<file path="src/rtl/trigger_pkg.sv">
// Shared types and constants for the global trigger coordinator.
// State encoding, default channel/timestamp sizing and reset values.
package trigger_pkg;

    localparam int DEF_NUM_CH   = 8;
    localparam int DEF_TS_WIDTH = 16;

    typedef enum logic [1:0] {
        ST_IDLE    = 2'd0,
        ST_COLLECT = 2'd1,
        ST_EMIT    = 2'd2,
        ST_HOLDOFF = 2'd3
    } trig_state_t;

    localparam logic        RST_VALID  = 1'b0;
    localparam logic        RST_FLAG   = 1'b0;
    localparam logic [15:0] RST_REJECT = 16'h0000;
    localparam logic [15:0] REJECT_MAX = 16'hFFFF;

endpackage

</file>
<file path="src/rtl/global_trigger_coordinator_if.sv">
// Trigger record handshake towards the address generator.
// master drives the record and valid, slave returns ready.
interface global_trigger_coordinator_if #(
    parameter int NUM_CH   = trigger_pkg::DEF_NUM_CH,
    parameter int TS_WIDTH = trigger_pkg::DEF_TS_WIDTH
);
    logic                        trig_valid;
    logic                        trig_ready;
    logic [TS_WIDTH-1:0]         trig_time_stamp;
    logic [NUM_CH-1:0]           trig_ch_mask;
    logic [$clog2(NUM_CH+1)-1:0] trig_ch_count;

    modport master (
        output trig_valid, trig_time_stamp, trig_ch_mask, trig_ch_count,
        input  trig_ready
    );

    modport slave (
        input  trig_valid, trig_time_stamp, trig_ch_mask, trig_ch_count,
        output trig_ready
    );
endinterface

</file>
<file path="src/rtl/coinc_popcount.sv">
// Combinational population count of the channel hit vector.
// Zero latency, no flow control.
module coinc_popcount #(
    parameter int NUM_CH = 8,
    parameter int CNT_W  = $clog2(NUM_CH + 1)
) (
    input  logic [NUM_CH-1:0] i_vec,
    output logic [CNT_W-1:0]  o_count
);
    always_comb begin
        o_count = '0;
        for (int i = 0; i < NUM_CH; i++) begin
            o_count = o_count + CNT_W'(i_vec[i]);
        end
    end
endmodule

</file>
<file path="src/rtl/global_trigger_coordinator.sv">
// Multi-channel coincidence window: anchors on the first hit, collects channels within TS_TOL,
// emits one record when enough channels agree (held until ready), then holds off re-triggering.
module global_trigger_coordinator
    import trigger_pkg::*;
#(
    parameter int NUM_CH      = DEF_NUM_CH,
    parameter int TS_WIDTH    = DEF_TS_WIDTH,
    parameter int WINDOW_CYC  = 128,
    parameter int TS_TOL      = 1,
    parameter int MIN_COINC   = 2,
    parameter int HOLDOFF_CYC = 64
) (
    input  logic                         rx_std_clkout,
    input  logic                         rst,
    input  logic [NUM_CH-1:0]            ch_trigger,
    input  logic [NUM_CH*TS_WIDTH-1:0]   ch_time_stamp,
    global_trigger_coordinator_if.master trig,
    output logic                         Global_trigger_flag,
    output logic [15:0]                  reject_count
);
    localparam int CNT_W = $clog2(NUM_CH + 1);
    localparam int WIN_W = $clog2(WINDOW_CYC + 1);
    localparam int HO_W  = $clog2(HOLDOFF_CYC + 1);

    trig_state_t         r_state;
    logic [NUM_CH-1:0]   r_hit_mask;
    logic [TS_WIDTH-1:0] r_anchor_ts;
    logic [WIN_W-1:0]    r_win_cnt;
    logic [HO_W-1:0]     r_ho_cnt;
    logic                r_valid;
    logic [TS_WIDTH-1:0] r_ts;
    logic [NUM_CH-1:0]   r_mask;
    logic [CNT_W-1:0]    r_count;
    logic                r_flag;
    logic [15:0]         r_reject;

    logic [TS_WIDTH-1:0] w_first_ts;
    logic [TS_WIDTH-1:0] w_ref_ts;
    logic [NUM_CH-1:0]   w_accept;
    logic [NUM_CH-1:0]   w_next_mask;
    logic [CNT_W-1:0]    w_pop;

    // Lowest-index asserting channel wins the anchor, so scan from the top down.
    always_comb begin
        w_first_ts = '0;
        for (int i = NUM_CH - 1; i >= 0; i--) begin
            if (ch_trigger[i]) begin
                w_first_ts = ch_time_stamp[i*TS_WIDTH +: TS_WIDTH];
            end
        end
    end

    assign w_ref_ts = (r_state == ST_IDLE) ? w_first_ts : r_anchor_ts;

    for (genvar g = 0; g < NUM_CH; g++) begin : g_accept
        logic [TS_WIDTH-1:0] w_ts;
        logic [TS_WIDTH-1:0] w_fwd;
        logic [TS_WIDTH-1:0] w_bwd;
        assign w_ts  = ch_time_stamp[g*TS_WIDTH +: TS_WIDTH];
        assign w_fwd = w_ts - w_ref_ts;
        assign w_bwd = w_ref_ts - w_ts;
        assign w_accept[g] = ch_trigger[g] && !r_hit_mask[g] &&
                             ((w_fwd <= TS_WIDTH'(TS_TOL)) || (w_bwd <= TS_WIDTH'(TS_TOL)));
    end

    assign w_next_mask = r_hit_mask | w_accept;

    coinc_popcount #(.NUM_CH(NUM_CH), .CNT_W(CNT_W)) u_popcount (
        .i_vec   (w_next_mask),
        .o_count (w_pop)
    );

    always_ff @(posedge rx_std_clkout) begin
        if (rst) begin
            r_state     <= ST_IDLE;
            r_hit_mask  <= '0;
            r_anchor_ts <= '0;
            r_win_cnt   <= '0;
            r_ho_cnt    <= '0;
            r_valid     <= RST_VALID;
            r_ts        <= '0;
            r_mask      <= '0;
            r_count     <= '0;
            r_flag      <= RST_FLAG;
            r_reject    <= RST_REJECT;
        end else begin
            case (r_state)
                ST_IDLE: begin
                    if (|ch_trigger) begin
                        r_anchor_ts <= w_first_ts;
                        r_hit_mask  <= w_accept;
                        r_win_cnt   <= WIN_W'(1);
                        r_state     <= ST_COLLECT;
                    end
                end
                ST_COLLECT: begin
                    r_hit_mask <= w_next_mask;
                    if (r_win_cnt == WIN_W'(WINDOW_CYC - 1)) begin
                        if (w_pop >= CNT_W'(MIN_COINC)) begin
                            r_ts    <= r_anchor_ts;
                            r_mask  <= w_next_mask;
                            r_count <= w_pop;
                            r_valid <= 1'b1;
                            r_flag  <= 1'b1;
                            r_state <= ST_EMIT;
                        end else begin
                            if (r_reject != REJECT_MAX) begin
                                r_reject <= r_reject + 16'd1;
                            end
                            r_hit_mask <= '0;
                            r_state    <= ST_IDLE;
                        end
                    end else begin
                        r_win_cnt <= r_win_cnt + WIN_W'(1);
                    end
                end
                ST_EMIT: begin
                    if (trig.trig_ready) begin
                        r_valid    <= 1'b0;
                        r_hit_mask <= '0;
                        r_ho_cnt   <= '0;
                        r_state    <= ST_HOLDOFF;
                    end
                end
                ST_HOLDOFF: begin
                    if (r_ho_cnt == HO_W'(HOLDOFF_CYC - 1)) begin
                        r_flag  <= 1'b0;
                        r_state <= ST_IDLE;
                    end else begin
                        r_ho_cnt <= r_ho_cnt + HO_W'(1);
                    end
                end
                default: r_state <= ST_IDLE;
            endcase
        end
    end

    assign trig.trig_valid      = r_valid;
    assign trig.trig_time_stamp = r_ts;
    assign trig.trig_ch_mask    = r_mask;
    assign trig.trig_ch_count   = r_count;
    assign Global_trigger_flag  = r_flag;
    assign reject_count         = r_reject;
endmodule

</file>
<file path="src/flat_wrapper.sv">
// flat-port wrapper written by rule: the top's interface ports become plain ports
module global_trigger_coordinator_flat import trigger_pkg::*;
#(
    parameter int NUM_CH      = DEF_NUM_CH,
    parameter int TS_WIDTH    = DEF_TS_WIDTH,
    parameter int WINDOW_CYC  = 128,
    parameter int TS_TOL      = 1,
    parameter int MIN_COINC   = 2,
    parameter int HOLDOFF_CYC = 64
)
  (rx_std_clkout, rst, ch_trigger, ch_time_stamp, Global_trigger_flag, reject_count, trig_trig_valid, trig_trig_time_stamp, trig_trig_ch_mask, trig_trig_ch_count, trig_trig_ready);
  global_trigger_coordinator_if #(.NUM_CH(NUM_CH), .TS_WIDTH(TS_WIDTH)) trig_i ();
  input  logic rx_std_clkout;
  input  logic rst;
  input  logic [NUM_CH-1:0] ch_trigger;
  input  logic [NUM_CH*TS_WIDTH-1:0] ch_time_stamp;
  output logic Global_trigger_flag;
  output logic [15:0] reject_count;
  output wire logic [$bits(trig_i.trig_valid)-1:0] trig_trig_valid;
  output wire logic [$bits(trig_i.trig_time_stamp)-1:0] trig_trig_time_stamp;
  output wire logic [$bits(trig_i.trig_ch_mask)-1:0] trig_trig_ch_mask;
  output wire logic [$bits(trig_i.trig_ch_count)-1:0] trig_trig_ch_count;
  input wire logic [$bits(trig_i.trig_ready)-1:0] trig_trig_ready;
  assign trig_trig_valid = trig_i.trig_valid;
  assign trig_trig_time_stamp = trig_i.trig_time_stamp;
  assign trig_trig_ch_mask = trig_i.trig_ch_mask;
  assign trig_trig_ch_count = trig_i.trig_ch_count;
  assign trig_i.trig_ready = trig_trig_ready;
  global_trigger_coordinator #(.NUM_CH(NUM_CH), .TS_WIDTH(TS_WIDTH), .WINDOW_CYC(WINDOW_CYC), .TS_TOL(TS_TOL), .MIN_COINC(MIN_COINC), .HOLDOFF_CYC(HOLDOFF_CYC)) u_core (.rx_std_clkout(rx_std_clkout), .rst(rst), .ch_trigger(ch_trigger), .ch_time_stamp(ch_time_stamp), .trig(trig_i), .Global_trigger_flag(Global_trigger_flag), .reject_count(reject_count));
endmodule
</file>
<file path="config.mk">
export PLATFORM = sky130hd
export DESIGN_NAME = global_trigger_coordinator_flat
export DESIGN_NICKNAME = d
export VERILOG_FILES = /design/src/rtl/trigger_pkg.sv /design/src/rtl/global_trigger_coordinator_if.sv /design/src/rtl/coinc_popcount.sv /design/src/rtl/global_trigger_coordinator.sv /design/src/flat_wrapper.sv
export SDC_FILE = /design/constraint.sdc
export NUM_CORES = 1
export LEC_CHECK = 0
export ABC_CLOCK_PERIOD_IN_PS = 28900
export CAP_MARGIN = 20
export CORE_MARGIN = 1.5
export CORE_UTILIZATION = 60
export DETAILED_ROUTE_END_ITERATION = 10
export PLACE_DENSITY = 0.8
export SKIP_LAST_GASP = 1
export SLEW_MARGIN = 20
export SYNTH_ARGS = -nofsm -noshare
export SYNTH_HDL_FRONTEND = slang
export SYNTH_HIERARCHICAL = 1
export SYNTH_SLANG_ARGS = --single-unit
</file>
<file path="constraint.sdc">
create_clock -name rx_std_clkout -period 28.9 [get_ports rx_std_clkout]
set_input_delay 5.78 -clock rx_std_clkout [delete_from_list [all_inputs] [get_ports rx_std_clkout]]
set_output_delay 5.78 -clock rx_std_clkout [all_outputs]
set_load 0.005 [all_outputs]
</file>
==> results of run 1 <==
==> routing by layer <==
metal	GRT usage	share of wire
met5	0	0
met4	0.304	0.075
met3	0.135	0.13
met2	0.701	0.42
met1	0.586	0.38
==> state kept, by name, indices dropped and copies added, names as in the netlist, named ones only <==
signal and count:
u_core/r_anchor_ts 16, u_core/reject_count 16, u_core/trig.trig_time_stamp 16, u_core/r_hit_mask 8, u_core/r_win_cnt 8, u_core/trig.trig_ch_mask 8, u_core/r_ho_cnt 7, u_core/trig.trig_ch_count 4
u_core/Global_trigger_flag 1, u_core/r_state 1, u_core/trig.trig_valid 1
==> metrics by stage <==
stage | util | cell area (µm²)
after floorplan | - | 18100
after CTS | 0.687 | 20400
final | 0.687 | 20400
after global routing | 0.687 | 20400
after detailed placement | 0.677 | 20100
after global placement | 0.677 | 20100
==> cell families after synthesis <==
group	share of synthesized area
AO/OA/AOI/OAI	0.311
XOR/XNOR	0.0757
adder cells (fa/ha/maj)	0.208
buffers and inverters	0.0822
flip-flops	0.0965
multiplexers	0.0193
AND/OR/NAND/NOR	0.208
==> area by class of cell <==
class                           count  area share
Multi-Input combinational cell   2095       0.729
Timing Repair Buffer              213       0.101
Sequential cell                    87      0.0855
Inverter                          249      0.0459
Tap cell                          390      0.0239
Clock buffer                        9      0.0111
Clock inverter                      7     0.00387
==> critical path, delay by kind of cell <==
| kind | cells | cell delay [ps] |
|---|---|---|
| AND/OR/NAND/NOR | 9 | 3750 |
| AO/OA/AOI/OAI | 13 | 3430 |
| adder cells (fa/ha/maj) | 6 | 2320 |
| buffers and inverters | 7 | 1510 |
| XOR/XNOR | 1 | 160 |
==> how the worst max path moves through the flow <==
stage | depth (start not counted) | endpoint | slack [ps]
after CTS | 36 | u_core/reject_count[13]$_SDFFE_PP0P_ | 12870
final | 36 | u_core/reject_count[13]$_SDFFE_PP0P_ | 12200
after floorplan | 36 | u_core/reject_count[13]$_SDFFE_PP0P_ | 12280
after global placement | 36 | u_core/reject_count[13]$_SDFFE_PP0P_ | 12140
after global routing | 33 | u_core/reject_count[13]$_SDFFE_PP0P_ | 11850
after detailed placement | 36 | u_core/reject_count[13]$_SDFFE_PP0P_ | 12570
==> where the power goes <==
part | internal [mW] | switching, mW | leakage (nW)
combinational | 0.277 | 0.480 | 7.94
clock | 0.0612 | 0.0568 | 0.141
sequential | 0.123 | 0.00362 | 0.705
total | 0.461 | 0.540 | 8.79
==> layout by cell type (no fill, tap or decap), types with 27 or more instances in the layout <==
| master | n |
|---|---|
| dfxtp_1 | 87 |
| a211oi_1 | 39 |
| nor2b_1 | 46 |
| xor2_1 | 65 |
| ha_1 | 268 |
| a21oi_1 | 268 |
| nor3_1 | 50 |
| nand3_1 | 42 |
| buf_4 | 29 |
| inv_1 | 249 |
| xnor2_1 | 91 |
| nand4_1 | 38 |
| o21a_1 | 32 |
| nand2_1 | 234 |
| nor2_1 | 167 |
| o21ai_0 | 167 |
| a31oi_1 | 27 |
| mux2i_1 | 27 |
| clkdlybuf4s50_1 | 183 |
| a21o_1 | 56 |
==> impl_metrics.tcl, run 1 <==
set metrics [dict create \
    antenna_cells 0 \
    coreArea_um2 29600 \
    async_reset_ff_frac 0 \
    insertion_delay_ps 350 \
    htree_num_levels 3 \
    drt-wirelength-per-cell_um 24.7 \
    rsz0062_at_grt "false" \
    grt_max_degree 79 \
    clock_skew_ps 11.7 \
    initial_utilization 0.609 \
    overflow 0 \
    num_rows 63 \
    tns_ps 0 \
    cap_violations 0 \
    ys_ff_latch 87 \
    ios 185 \
    ant_nets 0 \
    relSlewSlack 0.211 \
    endpoint_kind "register" \
    layout-drive-gt1-share 0.0305 \
    fp.dieW_um 176 \
    synth_area_per_cell_um2 7.07 \
    worst_r2r_path_depth 31 \
    antenna_found_initial 0 \
    p_per_area_nw_per_um2 49.1 \
    hold_violations 0 \
    yosys_warnings 6 \
    synth_common_cells "a21oi_1, ha_1, inv_1" \
    layout_setup_ws_ps 12200 \
    die_y_um 176 \
    dpl.hpwl_mm 58.6 \
    place_congestion 1.11 \
    crit_type "in -> reg" \
    dr_total_vias 21000 \
    nets 3082 \
    synth_edf_count 0 \
    cts.path.max_buffers 2 \
    syn_inst 2555 \
    status "finished clean" \
    num-fill-cells 2567 \
    syn_nets 2982 \
    synth_ff_type "dfxtp_1" \
    rr_startpoint "u_core/r_state[0]$_SDFFE_PP0P_" \
    hold_end "u_core/trig.trig_time_stamp[3]$_SDFFE_PP0P_" \
    first_pass_iters 10 \
    synth_seq_area_share 0.0965 \
    cp_common_cell "inv_1" \
    io_buffers 184 \
    p_leak_nw 8.79 \
    totalPowerFinal_mw 1.00 \
    dpl_worst_slack_ps 12570 \
    fin_crit_ps 16700 \
    root_buffer "clkbuf_16" \
    syn2layout_area_growth_pct 12.9 \
    instances_no_fill 3050 \
    dp.cells 3034 \
    cts_setup_buffers 0 \
    cts_tree "built" \
    multi_input_area_um2 14900 \
    numCtsBuffers 9 \
    wl_mm 75.3 \
    setup_viol 0 \
    yosys.area.top_type_share 0.186 \
    cp_slowest_cell "nor4_1" \
    register_area_um2 1740 \
    fmax_mhz 59.9 \
    track_usage 0.469 \
    hold_ws_ps 471 \
    r2r_end "u_core/reject_count[13]$_SDFFE_PP0P_" \
    synth.area.top_cells "ha_1, dfxtp_1, a21oi_1" \
    synth_top_area_cell "ha_1" \
    drt-initial-drc-count 3087 \
    cts_sinks 87 \
    synth_area_um2 18100 \
    worst_pin_slew_ps 1180 \
    period_share 0.578 \
    cts_resized 0 \
    worstPathRequired_ps 29170 \
    drt-vias-per-instance 6.90 \
    cp_max_fo 22 \
    startpoint "ch_trigger[6]" \
    slew_violations 0 \
    dieArea_um2 31100 \
    vdd_drop_max_uv 39.4 \
    min_path_type "reg -> reg" \
    path_clk_slew_ps 70 \
    cp-start-kind "input port" \
    max_stage_delay_ps 1010 \
    reg2reg_setup_slack_ps 18890 \
    grt_pass1_wl_mm 113 \
    grt_pass1_vias 19400 \
    hold_depth 2 \
    cp_data_arrival_time_ps 16970 \
    synth.distinct_cells 83 \
    remaining_drc_errors 0 \
    hold_path_startpoint "u_core/trig.trig_time_stamp[3]$_SDFFE_PP0P_" \
    holdBufCountCts 0 \
]
Note: power is estimated with default switching activity, not from simulation.
==> run 2: changes to the inputs <==
--- a/config.mk
+++ b/config.mk
@@ -5,7 +5,7 @@
 export SDC_FILE = /design/constraint.sdc
 export NUM_CORES = 1
 export LEC_CHECK = 0
-export ABC_CLOCK_PERIOD_IN_PS = 28900
+export ABC_CLOCK_PERIOD_IN_PS = 17200
 export CAP_MARGIN = 20
 export CORE_MARGIN = 1.5
 export CORE_UTILIZATION = 60
==> constraint.sdc (replaced) <==
create_clock -name rx_std_clkout -period 17.2 [get_ports rx_std_clkout]
set_input_delay 3.44 -clock rx_std_clkout [delete_from_list [all_inputs] [get_ports rx_std_clkout]]
set_output_delay 3.44 -clock rx_std_clkout [all_outputs]
set_load 0.005 [all_outputs]
==> impl_metrics.tcl, run 2 (synthesis gave the netlist of run 1 again) <==
set metrics [dict create \
    cp_slowest_cell "clkdlybuf4s50_1" \
    dieArea_um2 31100 \
    max_stage_delay_ps 1130 \
    fp.dieW_um 176 \
    numCtsBuffers 9 \
    insertion_delay_ps 350 \
    cp_data_arrival_time_ps 14910 \
    vdd_drop_max_uv 65.2 \
    drt-wirelength-per-cell_um 24.5 \
    grt_max_degree 79 \
    cts_tree "built" \
    track_usage 0.464 \
    grt_pass1_wl_mm 112 \
    num_rows 63 \
    num-fill-cells 2566 \
    drt-vias-per-instance 6.90 \
    first_pass_iters 8 \
    endpoint_kind "register" \
    cp-start-kind "input port" \
    reg2reg_setup_slack_ps 6840 \
    totalPowerFinal_mw 1.68 \
    status "finished clean" \
    root_buffer "clkbuf_16" \
    grt_pass1_vias 19600 \
    multi_input_area_um2 14900 \
    cap_violations 0 \
    rsz0062_at_grt "false" \
    place_congestion 1.07 \
    syn2layout_area_growth_pct 12.9 \
    slew_violations 0 \
    wl_mm 74.9 \
    hold_violations 0 \
    htree_num_levels 3 \
    dpl.hpwl_mm 58.2 \
    remaining_drc_errors 0 \
    dp.cells 3036 \
    path_clk_slew_ps 60 \
    period_share 0.851 \
    nets 3084 \
    stdcell_area_um2 20400 \
    ant_nets 0 \
    cts.path.max_buffers 2 \
    holdBufCountCts 0 \
    instances_no_fill 3053 \
    worst_pin_slew_ps 1260 \
    min_path_type "reg -> reg" \
    dr_total_vias 21100 \
    p_per_area_nw_per_um2 82.6 \
    drt-initial-drc-count 2998 \
    clock_skew_ps 14.6 \
    cts_sinks 87 \
    mostFrequentLayoutCells "a21oi_1, ha_1, inv_1" \
    fin_crit_ps 14640 \
    antenna_found_initial 0 \
    cp_common_cell "inv_1" \
    ios 185 \
    cts_resized 0 \
    worstPathRequired_ps 17470 \
    tns_ps 0 \
    cp_max_fo 22 \
    initial_utilization 0.609 \
    cts_setup_buffers 0 \
    overflow 0 \
    p_leak_nw 8.80 \
    coreArea_um2 29600 \
    place_area_um2 20100 \
    setup_viol 0 \
    register_area_um2 1740 \
    relSlewSlack 0.152 \
    die_y_um 176 \
    io_buffers 184 \
    crit_type "in -> reg" \
    fmax_mhz 68.3 \
    layout-drive-gt1-share 0.0312 \
]
-- run 2: path summary, 6_finish.rpt --
check | startpoint | end | cells past startpoint
max | ch_trigger[0] | u_core/reject_count[13]$_SDFFE_PP0P_ | 34
min | u_core/trig.trig_time_stamp[13]$_SDFFE_PP0P_ | u_core/trig.trig_time_stamp[13]$_SDFFE_PP0P_ | 2
max reg2reg | u_core/r_state[0]$_SDFFE_PP0P_ | u_core/reject_count[13]$_SDFFE_PP0P_ | 33
min reg2reg | u_core/trig.trig_time_stamp[13]$_SDFFE_PP0P_ | u_core/trig.trig_time_stamp[13]$_SDFFE_PP0P_ | 2
-- run 2: worst max-delay path: cells and delay by family --
kind / cells / cell delay (ps)
compound gates: 11 / 3320
fa+ha+maj: 6 / 2550
buf+inv: 9 / 2780
simple gates: 8 / 2790
-- run 2: power by group --
part | switching, mW | internal [mW] | leakage (nW)
logic | 0.809 | 0.465 | 7.95
clock network | 0.0949 | 0.103 | 0.147
registers | 0.00629 | 0.207 | 0.705
total | 0.910 | 0.774 | 8.80
-- run 2: per-stage QoR --
stage | setup WS, ps | hold slack, ps | utilization
finish | 2560 | 456 | 0.688
detailed placement | 2930 | 446 | 0.678
CTS | 3180 | 454 | 0.688
floorplan | 2920 | 442 | -
global placement | 2800 | 445 | 0.677
global route | 2240 | 470 | 0.688
-- run 2: layer usage --
| metal | part of all wire | GRT usage | routed length, µm | vias up |
|---|---|---|---|---|
| met1 | 0.38 | 0.590 | 28800 | 9727 |
| met3 | 0.12 | 0.115 | 9220 | 367 |
| met5 | 0 | 0 | 0 | - |
| met2 | 0.41 | 0.689 | 31100 | 1579 |
| met4 | 0.078 | 0.316 | 5850 | 0 |
| li1 | - | - | - | 9393 |
-- run 2: area by class of cell --
type / count / share of cell area
multi-input combinational: 2095 / 0.728
timing repair buffer: 215 / 0.102
sequential: 87 / 0.0854
inverter: 249 / 0.0458
tap: 390 / 0.0239
clock buffer: 9 / 0.0110
clock inverter: 7 / 0.00362
antenna: 1 / 0.000123
